## src/rtl/mul_operand_sequencer_if.sv

```systemverilog
// Operand-in, multiplier-side and product-out signals
// of the multiplier operand sequencer.
interface mul_operand_sequencer_if;
   logic        in_valid;
   logic        in_ready;
   logic [15:0] in_multiplicand;
   logic [15:0] in_multiplier;
   logic        mul_start;
   logic [15:0] mul_multiplicand;
   logic [15:0] mul_multiplier;
   logic        mul_done;
   logic [31:0] mul_product;
   logic        out_valid;
   logic        out_ready;
   logic [31:0] out_product;
   logic        err;

   modport master (
      output in_valid, in_multiplicand, in_multiplier,
      output mul_done, mul_product, out_ready,
      input  in_ready, mul_start, mul_multiplicand,
      input  mul_multiplier, out_valid, out_product, err
   );

   modport slave (
      input  in_valid, in_multiplicand, in_multiplier,
      input  mul_done, mul_product, out_ready,
      output in_ready, mul_start, mul_multiplicand,
      output mul_multiplier, out_valid, out_product, err
   );
endinterface

```

## src/rtl/mul_operand_sequencer.sv

```systemverilog
// Operand FIFO and launch/wait sequencer in front of
// the 16x16 shift-add multiplier, with zero bypass.
module mul_operand_sequencer #(
   parameter int DEPTH   = 2,
   parameter int TIMEOUT = 64
) (
   input logic clk,
   input logic reset,
   mul_operand_sequencer_if.slave bus
);
   localparam int AW = $clog2(DEPTH);
   localparam int TW = $clog2(TIMEOUT);
   localparam logic [AW:0]   FULL  = (AW+1)'(DEPTH);
   localparam logic [TW-1:0] TLAST = TW'(TIMEOUT - 1);

   typedef enum logic [1:0] {IDLE, LAUNCH, WAIT} state_t;

   logic [15:0]   mem_a [DEPTH];
   logic [15:0]   mem_b [DEPTH];
   logic [AW-1:0] wr_ptr;
   logic [AW-1:0] rd_ptr;
   logic [AW:0]   count;
   logic          rdy_en;

   state_t        state;
   logic [TW-1:0] tcnt;
   logic          start_q;
   logic [15:0]   a_q;
   logic [15:0]   b_q;
   logic          ov_q;
   logic [31:0]   prod_q;
   logic          err_q;

   logic push;
   logic pop;
   logic slot_free;
   logic head_zero;

   // rdy_en keeps in_ready low until the first edge out of reset
   assign bus.in_ready = rdy_en && (count != FULL);
   assign push      = bus.in_valid && bus.in_ready;
   assign slot_free = !ov_q || bus.out_ready;
   assign pop       = (state == IDLE) && (count != '0)
                      && slot_free;
   assign head_zero = (mem_a[rd_ptr] == '0)
                      || (mem_b[rd_ptr] == '0);

   always_ff @(posedge clk) begin
      if (push) begin
         mem_a[wr_ptr] <= bus.in_multiplicand;
         mem_b[wr_ptr] <= bus.in_multiplier;
      end
   end

   always_ff @(posedge clk or posedge reset) begin
      if (reset) begin
         wr_ptr <= '0;
         rd_ptr <= '0;
         count  <= '0;
         rdy_en <= 1'b0;
      end else begin
         rdy_en <= 1'b1;
         if (push) wr_ptr <= wr_ptr + AW'(1);
         if (pop)  rd_ptr <= rd_ptr + AW'(1);
         unique case ({push, pop})
            2'b10:   count <= count + (AW+1)'(1);
            2'b01:   count <= count - (AW+1)'(1);
            default: ;
         endcase
      end
   end

   always_ff @(posedge clk or posedge reset) begin
      if (reset) begin
         state   <= IDLE;
         tcnt    <= '0;
         start_q <= 1'b0;
         a_q     <= '0;
         b_q     <= '0;
         ov_q    <= 1'b0;
         prod_q  <= '0;
         err_q   <= 1'b0;
      end else begin
         start_q <= 1'b0;
         if (ov_q && bus.out_ready) ov_q <= 1'b0;
         unique case (state)
            IDLE: begin
               if (pop && head_zero) begin
                  ov_q   <= 1'b1;
                  prod_q <= '0;
               end else if (pop) begin
                  a_q     <= mem_a[rd_ptr];
                  b_q     <= mem_b[rd_ptr];
                  start_q <= 1'b1;
                  state   <= LAUNCH;
               end
            end
            LAUNCH: begin
               tcnt  <= '0;
               state <= WAIT;
            end
            WAIT: begin
               if (bus.mul_done) begin
                  ov_q   <= 1'b1;
                  prod_q <= bus.mul_product;
                  state  <= IDLE;
               end else if (tcnt == TLAST) begin
                  err_q <= 1'b1;
                  state <= IDLE;
               end else begin
                  tcnt <= tcnt + TW'(1);
               end
            end
            default: state <= IDLE;
         endcase
      end
   end

   assign bus.mul_start        = start_q;
   assign bus.mul_multiplicand = a_q;
   assign bus.mul_multiplier   = b_q;
   assign bus.out_valid        = ov_q;
   assign bus.out_product      = prod_q;
   assign bus.err              = err_q;
endmodule

```

## src/flat_wrapper.sv

```systemverilog
// flat-port wrapper written by rule: the top's interface ports become plain ports
module mul_operand_sequencer_flat 
#(
   parameter int DEPTH   = 2,
   parameter int TIMEOUT = 64
)
  (clk, reset, bus_in_valid, bus_in_multiplicand, bus_in_multiplier, bus_mul_done, bus_mul_product, bus_out_ready, bus_in_ready, bus_mul_start, bus_mul_multiplicand, bus_mul_multiplier, bus_out_valid, bus_out_product, bus_err);
  mul_operand_sequencer_if bus_i ();
  input logic clk;
  input logic reset;
  input wire logic [$bits(bus_i.in_valid)-1:0] bus_in_valid;
  input wire logic [$bits(bus_i.in_multiplicand)-1:0] bus_in_multiplicand;
  input wire logic [$bits(bus_i.in_multiplier)-1:0] bus_in_multiplier;
  input wire logic [$bits(bus_i.mul_done)-1:0] bus_mul_done;
  input wire logic [$bits(bus_i.mul_product)-1:0] bus_mul_product;
  input wire logic [$bits(bus_i.out_ready)-1:0] bus_out_ready;
  output wire logic [$bits(bus_i.in_ready)-1:0] bus_in_ready;
  output wire logic [$bits(bus_i.mul_start)-1:0] bus_mul_start;
  output wire logic [$bits(bus_i.mul_multiplicand)-1:0] bus_mul_multiplicand;
  output wire logic [$bits(bus_i.mul_multiplier)-1:0] bus_mul_multiplier;
  output wire logic [$bits(bus_i.out_valid)-1:0] bus_out_valid;
  output wire logic [$bits(bus_i.out_product)-1:0] bus_out_product;
  output wire logic [$bits(bus_i.err)-1:0] bus_err;
  assign bus_i.in_valid = bus_in_valid;
  assign bus_i.in_multiplicand = bus_in_multiplicand;
  assign bus_i.in_multiplier = bus_in_multiplier;
  assign bus_i.mul_done = bus_mul_done;
  assign bus_i.mul_product = bus_mul_product;
  assign bus_i.out_ready = bus_out_ready;
  assign bus_in_ready = bus_i.in_ready;
  assign bus_mul_start = bus_i.mul_start;
  assign bus_mul_multiplicand = bus_i.mul_multiplicand;
  assign bus_mul_multiplier = bus_i.mul_multiplier;
  assign bus_out_valid = bus_i.out_valid;
  assign bus_out_product = bus_i.out_product;
  assign bus_err = bus_i.err;
  mul_operand_sequencer #(.DEPTH(DEPTH), .TIMEOUT(TIMEOUT)) u_core (.clk(clk), .reset(reset), .bus(bus_i));
endmodule
```

## config.mk

```make
export PLATFORM = sky130hd
export DESIGN_NAME = mul_operand_sequencer_flat
export DESIGN_NICKNAME = d
export VERILOG_FILES = /design/src/rtl/mul_operand_sequencer_if.sv /design/src/rtl/mul_operand_sequencer.sv /design/src/flat_wrapper.sv
export SDC_FILE = /design/constraint.sdc
export NUM_CORES = 1
export LEC_CHECK = 0
export CAP_MARGIN = 20
export CORE_AREA = 2 2 107 109
export DETAILED_ROUTE_END_ITERATION = 10
export DIE_AREA = 0 0 109 111
export GPL_ROUTABILITY_DRIVEN = 0
export PLACE_DENSITY = 0.83
export SYNTH_ARGS = -nofsm -noshare
export SYNTH_HDL_FRONTEND = slang
export SYNTH_SLANG_ARGS = --single-unit
```

## constraint.sdc

```tcl
create_clock -name clk -period 4.65 [get_ports clk]
set_input_delay 0.93 -clock clk [delete_from_list [all_inputs] [get_ports clk]]
set_output_delay 0.93 -clock clk [all_outputs]
set_load 0.03 [all_outputs]
```

==> results.txt <==
----------------------------------------------------
[Detailed routing]
  DRT met1 WL ... 4.91 mm
  Final antenna-violating net count ... 0
  Top layer in use ... met4
  Post-Route WL ... 12.2 mm
  Amount of wire on met2 after detailed routing ... 6.36 mm
  Vias per inst ... 5.28
  Number of design rule violations left after detail routing ... 0
  Number of violations reported at the end of detailed-routing iteration 0 ... 245
  TritonRoute pass-1 iters ... 4
  Routed length per instance ... 17.3 µm
  WL met3 ... 749 µm
  Overall via count from detail_route ... 3714

[Die]
  Core region area ... 11100 µm²
  Die Wd ... 109 µm
  Die area ... 12100 µm²
  I/O pin count ... 137
  Initial cell density of the core ... 51.2%
  Rows ... 39
  Die span in y ... 111 µm

[Clocking]
  Clock tree root buffer cell ... sky130_fd_sc_hd__clkbuf_16
  Number of hold buffers added after CTS ... 0
  Total of cells resized after clock tree synthesis ... 0
  Post-CTS Repair Setup Buffers ... 0
  Largest buffer count on any clock path ... 2
  H-tree depth reported by CTS ... 4
  Clock-pin transition on the worst setup and hold timing paths ... 0.06 ns
  CTS Buf Count ... 17
  Clk Latency, worst-skew pair ... 0.40 ns
  CTS tree ... done
  Clock Sinks ... 144

[STA]
  Share of the cycle needed by the critical path after routing ... 64.0%
  Final setup skew ... 0.00993 ns
  Final hold slack ... 0.470 ns
  Worst Tran Pin Value ... 1.00 ns
  Minimum clock period ... 2.98 ns
  Total count of max-transition violations in the final report ... 0
  Setup_tns ... 0 ns
  Worst relative slew slack ... 33.0%
  Final count of negative-setup-slack endpoints ... 0
  Timing-limited maximum frequency ... 336 MHz
  Final Hold Viols ... 0
  Unrepaired setup endpoints after global routing ... no

[Logic synthesis]
  Cells taking the most area after synthesis ... sky130_fd_sc_hd__dfrtp_1 35%, sky130_fd_sc_hd__edfxtp_1 34%, sky130_fd_sc_hd__mux2_2 12%, sky130_fd_sc_hd__nand2_1 4.8%, sky130_fd_sc_hd__o21ai_0 3.2%
  Sequential area share after synthesis ... 69.2%
  Mapped Area ... 5670 µm²
  Library cell occupying the most area in the post-synthesis netlist ... sky130_fd_sc_hd__dfrtp_1
  Number of enable flip-flop cells after synthesis ... 64
  YS warnings ... 0
  Async set or reset register ratio after synthesis ... 55.6%
  Area share of the largest cell type after synthesis ... 35.3%
  Synthesized instance count ... 404
  Distinct cell type count after synthesis ... 38
  Net count of the mapped netlist ... 475
  Synthesized area per cell ... 14.0 µm²
  #FFs+latches synth ... 144
  Prevailing post-synth register cell ... sky130_fd_sc_hd__dfrtp_1

[Critical path]
  Worst r2r dst ... u_core.bus.out_product[0]
  Maximum single-stage delay on the critical path ... 0.77 ns
  Reg-to-reg setup timing slack ... 2.07 ns
  Data arrival at the endpoint of the critical path ... 2.05 ns
  Element type at the critical path start ... flop
  Maximum fanout encountered on the critical timing path ... 4
  Reg-to-Reg Start ... u_core.mem_a[0][3]
  Cell breakdown of the critical path ... inv_1 > a21boi_0 > clkdlybuf4s50_1
  Critical Path RT ... 3.72 ns
  R2R cell count ... 5
  Critical Path Sink Type ... output port
  Crit path kind ... reg2out
  Worst path slowest cell ... sky130_fd_sc_hd__clkdlybuf4s50_1

[Power]
  Leakage Power ... 0.00299 µW
  Cell area power density ... 724 nW/µm²
  Worst ir drop on vdd ... 0.368 mV

[Placed design]
  Placed instance area ... 7160 µm²
  Port bufs ... 136
  Detailed placer's ending HPWL ... 8.23 mm

[Global routing]
  First-pass GRT wire length ... 19.7 mm
  Vias in the first global route ... 3986
  Total GRT Usage ... 21.6%
  Number of antenna violations at the first check in global routing ... 0
  Maximum number of pins on one net before global-route repair ... 53
  Grt ovf ... 0

[Final layout]
  # fillers ... 764
  Nets ... 618
  Leading cell types in the layout, fill and taps excluded ... 136 x sky130_fd_sc_hd__clkdlybuf4s50_1, 80 x sky130_fd_sc_hd__dfrtp_1, 72 x sky130_fd_sc_hd__nand2_1
  Layout cell share with drive strength beyond 1 ... 18.0%
  Most common cell after layout, fill and taps aside ... sky130_fd_sc_hd__clkdlybuf4s50_1
  Finished Cell Area ... 7780 µm²
  Area used by multi-input combinational logic ... 1640 µm²
  Number of antenna cells inserted ... 0
  Register Area ... 3920 µm²
  Relative area change from synthesis to final layout ... 37.2%

[Worst hold path]
  Hold-critical path depth ... 1
  Kind of path behind the tightest hold check ... reg2reg
  Worst min-delay path startpoint ... u_core.bus.err
  Hold endpoint ... u_core.bus.err

[Status]
  Status ... finished, final reports clean

[Flow run]
  Number of violations of the max-capacitance limit ... 0

----------------------------------------------------
metrics by stage:
| stage | worst slack [ns] | utilization [%] | instances | total power, µW |
|---|---|---|---|---|
| 6_report | 1.67 | 70.3 | 703 | 5640 |
| 2_1_floorplan | 1.33 | - | 404 | 3410 |
| 4_1_cts | 1.67 | 70.1 | 702 | 5670 |
| 5_1_grt | 1.56 | 70.3 | 703 | 5920 |
| 3_3_place_gp | 1.53 | 64.6 | 670 | 4190 |
| 3_5_place_dp | 1.45 | 64.6 | 670 | 4260 |
cell families after synthesis:
| kind of cell | count (synthesis) | share of synthesized area, % |
|---|---|---|
| buffers and inverters | 22 | 1.99 |
| flip-flops | 144 | 69.2 |
| multiplexers | 64 | 12.7 |
| adder cells (fa/ha/maj) | 2 | 0.441 |
| AND/OR/NAND/NOR | 115 | 9.49 |
| XOR/XNOR | 7 | 1.08 |
| other | 1 | 0.0661 |
| AO/OA/AOI/OAI | 49 | 5.05 |
synth_stat cells (2+ instances only):
cell type                  count
sky130_fd_sc_hd__a21boi_0      2
sky130_fd_sc_hd__a21oi_1       3
sky130_fd_sc_hd__and3_1        4
sky130_fd_sc_hd__buf_2         3
sky130_fd_sc_hd__buf_6         3
sky130_fd_sc_hd__clkbuf_1      9
sky130_fd_sc_hd__clkbuf_2      3
sky130_fd_sc_hd__dfrtp_1      80
sky130_fd_sc_hd__edfxtp_1     64
sky130_fd_sc_hd__ha_1          2
sky130_fd_sc_hd__inv_1         4
sky130_fd_sc_hd__mux2_1        2
sky130_fd_sc_hd__mux2_2       62
sky130_fd_sc_hd__nand2_1      72
sky130_fd_sc_hd__nand3_1       3
sky130_fd_sc_hd__nand4_1       4
sky130_fd_sc_hd__nor2_1        6
sky130_fd_sc_hd__nor2b_1       2
sky130_fd_sc_hd__nor3_1        2
sky130_fd_sc_hd__nor4_1       16
sky130_fd_sc_hd__o21ai_0      36
sky130_fd_sc_hd__xnor2_1       3
sky130_fd_sc_hd__xor2_1        4
cell type report:
type / count / share of cell area [%]
multi-input cells: 238 / 21.0
clock inverters: 12 / 2.14
clock buffers: 20 / 5.74
repair buffers: 142 / 18.2
flip-flops and latches: 144 / 50.4
well taps: 143 / 2.30
inverters: 4 / 0.209
worst max-delay path: cells and delay by family, from the launching register on:
| kind | cells | cell delay (ns) |
|---|---|---|
| buffers and inverters | 2 | 0.82 |
| DFF | 1 | 0.41 |
| AOI/OAI and AO/OA | 1 | 0.41 |
metal layers:
| layer | up-vias | GRT usage, % |
|---|---|---|
| li1 | 1740 | - |
| met1 | 1831 | 26.8 |
| met2 | 133 | 35.6 |
| met3 | 10 | 6.35 |
| met4 | 0 | 7.86 |
| met5 | - | 0 |
flip-flops by register name, summed over array words and instances, names as in the netlist, 2 cells and up:
signal                       count
u_core.bus.mul_multiplicand     16
u_core.bus.out_product          32
u_core.count                     2
u_core.bus.mul_multiplier       16
u_core.mem_b                    32
u_core.tcnt                      6
u_core.mem_a                    32
u_core.state                     2
power by group:
group          leakage [µW]  switching, µW  internal [µW]
Sequential          0.00158            240           1750
Combinational       0.00112           1230           1020
Clock              0.000293            488            906
Total               0.00299           1960           3680
worst max-delay path by stage:
stage / depth (start not counted) / start / endpoint
3_5_place_dp: 6 / bus_out_ready / u_core.bus.mul_multiplicand[5]
6_report: 3 / u_core.count[0] / bus_in_ready
4_1_cts: 3 / u_core.count[0] / bus_in_ready
5_1_grt: 3 / u_core.count[0] / bus_in_ready
2_1_floorplan: 4 / u_core.count[0] / u_core.mem_a[0][0]
3_3_place_gp: 6 / bus_out_ready / u_core.bus.mul_multiplicand[4]
(Power assumes the default switching activity.)
==> RTL change, RTL diff (same flow settings) <==
`TIMEOUT` is set to 64 in 2 places; all go to 32.
--- a/src/rtl/mul_operand_sequencer.sv
+++ b/src/rtl/mul_operand_sequencer.sv
@@ -4,3 +4,3 @@
    parameter int DEPTH   = 2,
-   parameter int TIMEOUT = 64
+   parameter int TIMEOUT = 32
 ) (
--- a/src/flat_wrapper.sv
+++ b/src/flat_wrapper.sv
@@ -4,3 +4,3 @@
    parameter int DEPTH   = 2,
-   parameter int TIMEOUT = 64
+   parameter int TIMEOUT = 32
 )
Behaviour: same outputs for any inputs over 4 cycles, from zero or initial values and one cycle with reset high; that may be too few to reach the edited logic, so the function may still have changed.
==> RTL change against the original RTL <==
Final area fell by 1.9%. Register-to-register slack got worse by 0.38 ns. Worst setup slack improved by 0.019 ns. Non-clock buffer count rose by 2. Largest power group unchanged. Power fell by 0.97%. Synthesized area fell by 3.2%. Routed wire length fell by 0.67%. Sequential cell count fell by 1.
==> RTL change: results (changes against the original RTL) <==
Outcome
  – Status: completed

Global routing
  – Global route overflow: 0 (unchanged)
  – Pin count of the biggest net entering global routing: 59 (+11%)
  – Total track usage: 21.4% (-0.15 points)
  – Vias in the first global route: 3773 (-5.3%)
  – First-pass GRT wire length: 19400 um (-1.6%)
  – Initial antenna violation count: 0 (unchanged)

STA
  – Slew headroom: 28.1% (-4.8 points)
  – Post-Route Skew: 0.0105 ns (+0.000594 ns)
  – Slew Viols, Final: 0 (unchanged)
  – Hold_ws: 0.485 ns (+0.0150 ns)

Drt
  – Vias per cell: 5.47 (+3.5%)
  – DRT iter0 DRCs: 181 (-26%)
  – Routed length per instance: 18.9 um (+9.3%)

Pwr
  – P_leak: 2.99 nW (-0.25%)
  – VDD IR max: 0.000418 V (+14%)

Clock tree
  – Number of buffers on the longest clock path: 2 (unchanged)
  – CTS resizes: 0 (unchanged)
  – Clock root buffer: clkbuf_16

Placement
  – Port buffer count: 136 (unchanged)
  – Pre-CTS WS: 1.39 ns (-0.0633 ns)
  – Detailed placement HPWL: 8190 um (-0.38%)

Logic synthesis
  – Yosys cell types: 37 (-2.6%)
  – Synth area leaders: dfrtp_1 36%, edfxtp_1 35%, mux2_2 7.2%, mux2_1 5.9%, a22o_1 5.3%
  – Synth async-reset ratio: 55.2% (-0.31 points)
  – Syn nets: 408 (-14%)
  – Sequential cell area fraction in the yosys report: 71.0% (+1.8 points)
  – Top cells by count, synth: 79 x dfrtp_1, 64 x edfxtp_1, 35 x mux2_2
  – Synth Flop Type: dfrtp_1
  – Number of synthesized flops with an enable pin: 64 (unchanged)

Setup path
  – R2R Path End: u_core.bus.out_product[7]
  – FF-to-FF path depth: 6 (+1)
  – Worst setup startpoint: u_core.rd_ptr
  – Critical Path Fanout Max: 27 (+23)
  – CP max stage delay: 1.05 ns (+0.28 ns)
  – Critical Path Slowest Stage Cell: dfrtp_1
  – Reg2reg setup slack: 1.69 ns (-0.38 ns)
  – CP arrival: 3.25 ns (+1.20 ns)

Finish
  – # fillers: 747 (-2.2%)
  – Share of cells above drive strength 1: 16.1% (-1.9 points)
  – Fin nets: 555 (-10%)
  – # diodes: 0 (unchanged)

Min path
  – Worst Hold Path EP: u_core.bus.mul_multiplicand[8]
  – Hold WC Path Type: reg2reg
  – Hold Crit Start: u_core.bus.mul_multiplicand[8]
  – Hold path depth: 1 (unchanged)
## RTL change: cell types whose count changed after synthesis, sizes merged, moves of 3 or more
| cell | change |
|---|---|
| a22o | +32 |
| nor3 | +4 |
| xor2 | -3 |
| o21ai | -32 |
| nand2 | -67 |
| a21oi | +4 |
| nor4 | -4 |
## RTL change: how the worst max path moves through the flow
stage / slack (ns) / cells after the start / endpoint
finish: 1.69 / 6 / u_core.bus.out_product[7]
global route: 1.51 / 6 / u_core.bus.out_product[23]
CTS: 1.68 / 6 / u_core.bus.out_product[28]
detailed placement: 1.39 / 7 / u_core.bus.out_product[20]
global placement: 1.45 / 6 / u_core.bus.mul_multiplier[14]
floorplan: 1.35 / 4 / u_core.mem_a[0][0]
## RTL change: stage by stage
step	power (mW)	instance area (um^2)	utilization, %	std cells
after floorplan	3.37	5490	-	336
after global placement	4.20	7030	63.5	606
after detailed placement	4.27	7030	63.5	606
after CTS	5.62	7620	68.8	638
after global routing	5.84	7640	69.0	639
final	5.58	7640	69.0	639
## RTL change: cells by family after synthesis
logic type / share of synthesized area [%]
flip-flops: 71.0
multiplexers: 13.3
AO/OA/AOI/OAI: 7.56
AND/OR/NAND/NOR: 4.83
buffers and inverters: 1.78
XOR/XNOR: 0.797
adder cells (fa/ha/maj): 0.683
other: 0.0683
## RTL change: layout make-up
cell class / count / area (um^2) / area share [%]
multi-input combinational: 171 / 1520 / 19.9
inverter: 6 / 23.8 / 0.311
clock buffer: 17 / 425 / 5.57
sequential: 143 / 3900 / 51.0
timing repair buffer: 144 / 1430 / 18.8
clock inverter: 15 / 161 / 2.11
tap: 143 / 179 / 2.34
## RTL change: layer usage
layer  wire length (um)  GRT usage [%]  vias to the layer above
met2               6240           35.3                      121
met3                569           5.29                       21
li1                   -              -                     1587
met5                  0              0                        -
met4                292           9.32                        0
met1               4990           26.6                     1766
## RTL change: power breakdown
part,total [mW],internal (mW),switching [mW]
registers,2.02,1.74,0.283
clock network,1.33,0.796,0.535
logic,2.23,1.04,1.19
total,5.58,3.57,2.01
## RTL change: worst max-delay path, delay by kind of cell, from the launching register on
family / cells / cell delay (ns)
DFF: 1 / 1.05
and+or+nand+nor: 1 / 0.51
buffers and inverters: 1 / 0.27
AOI/OAI and AO/OA: 4 / 1.00
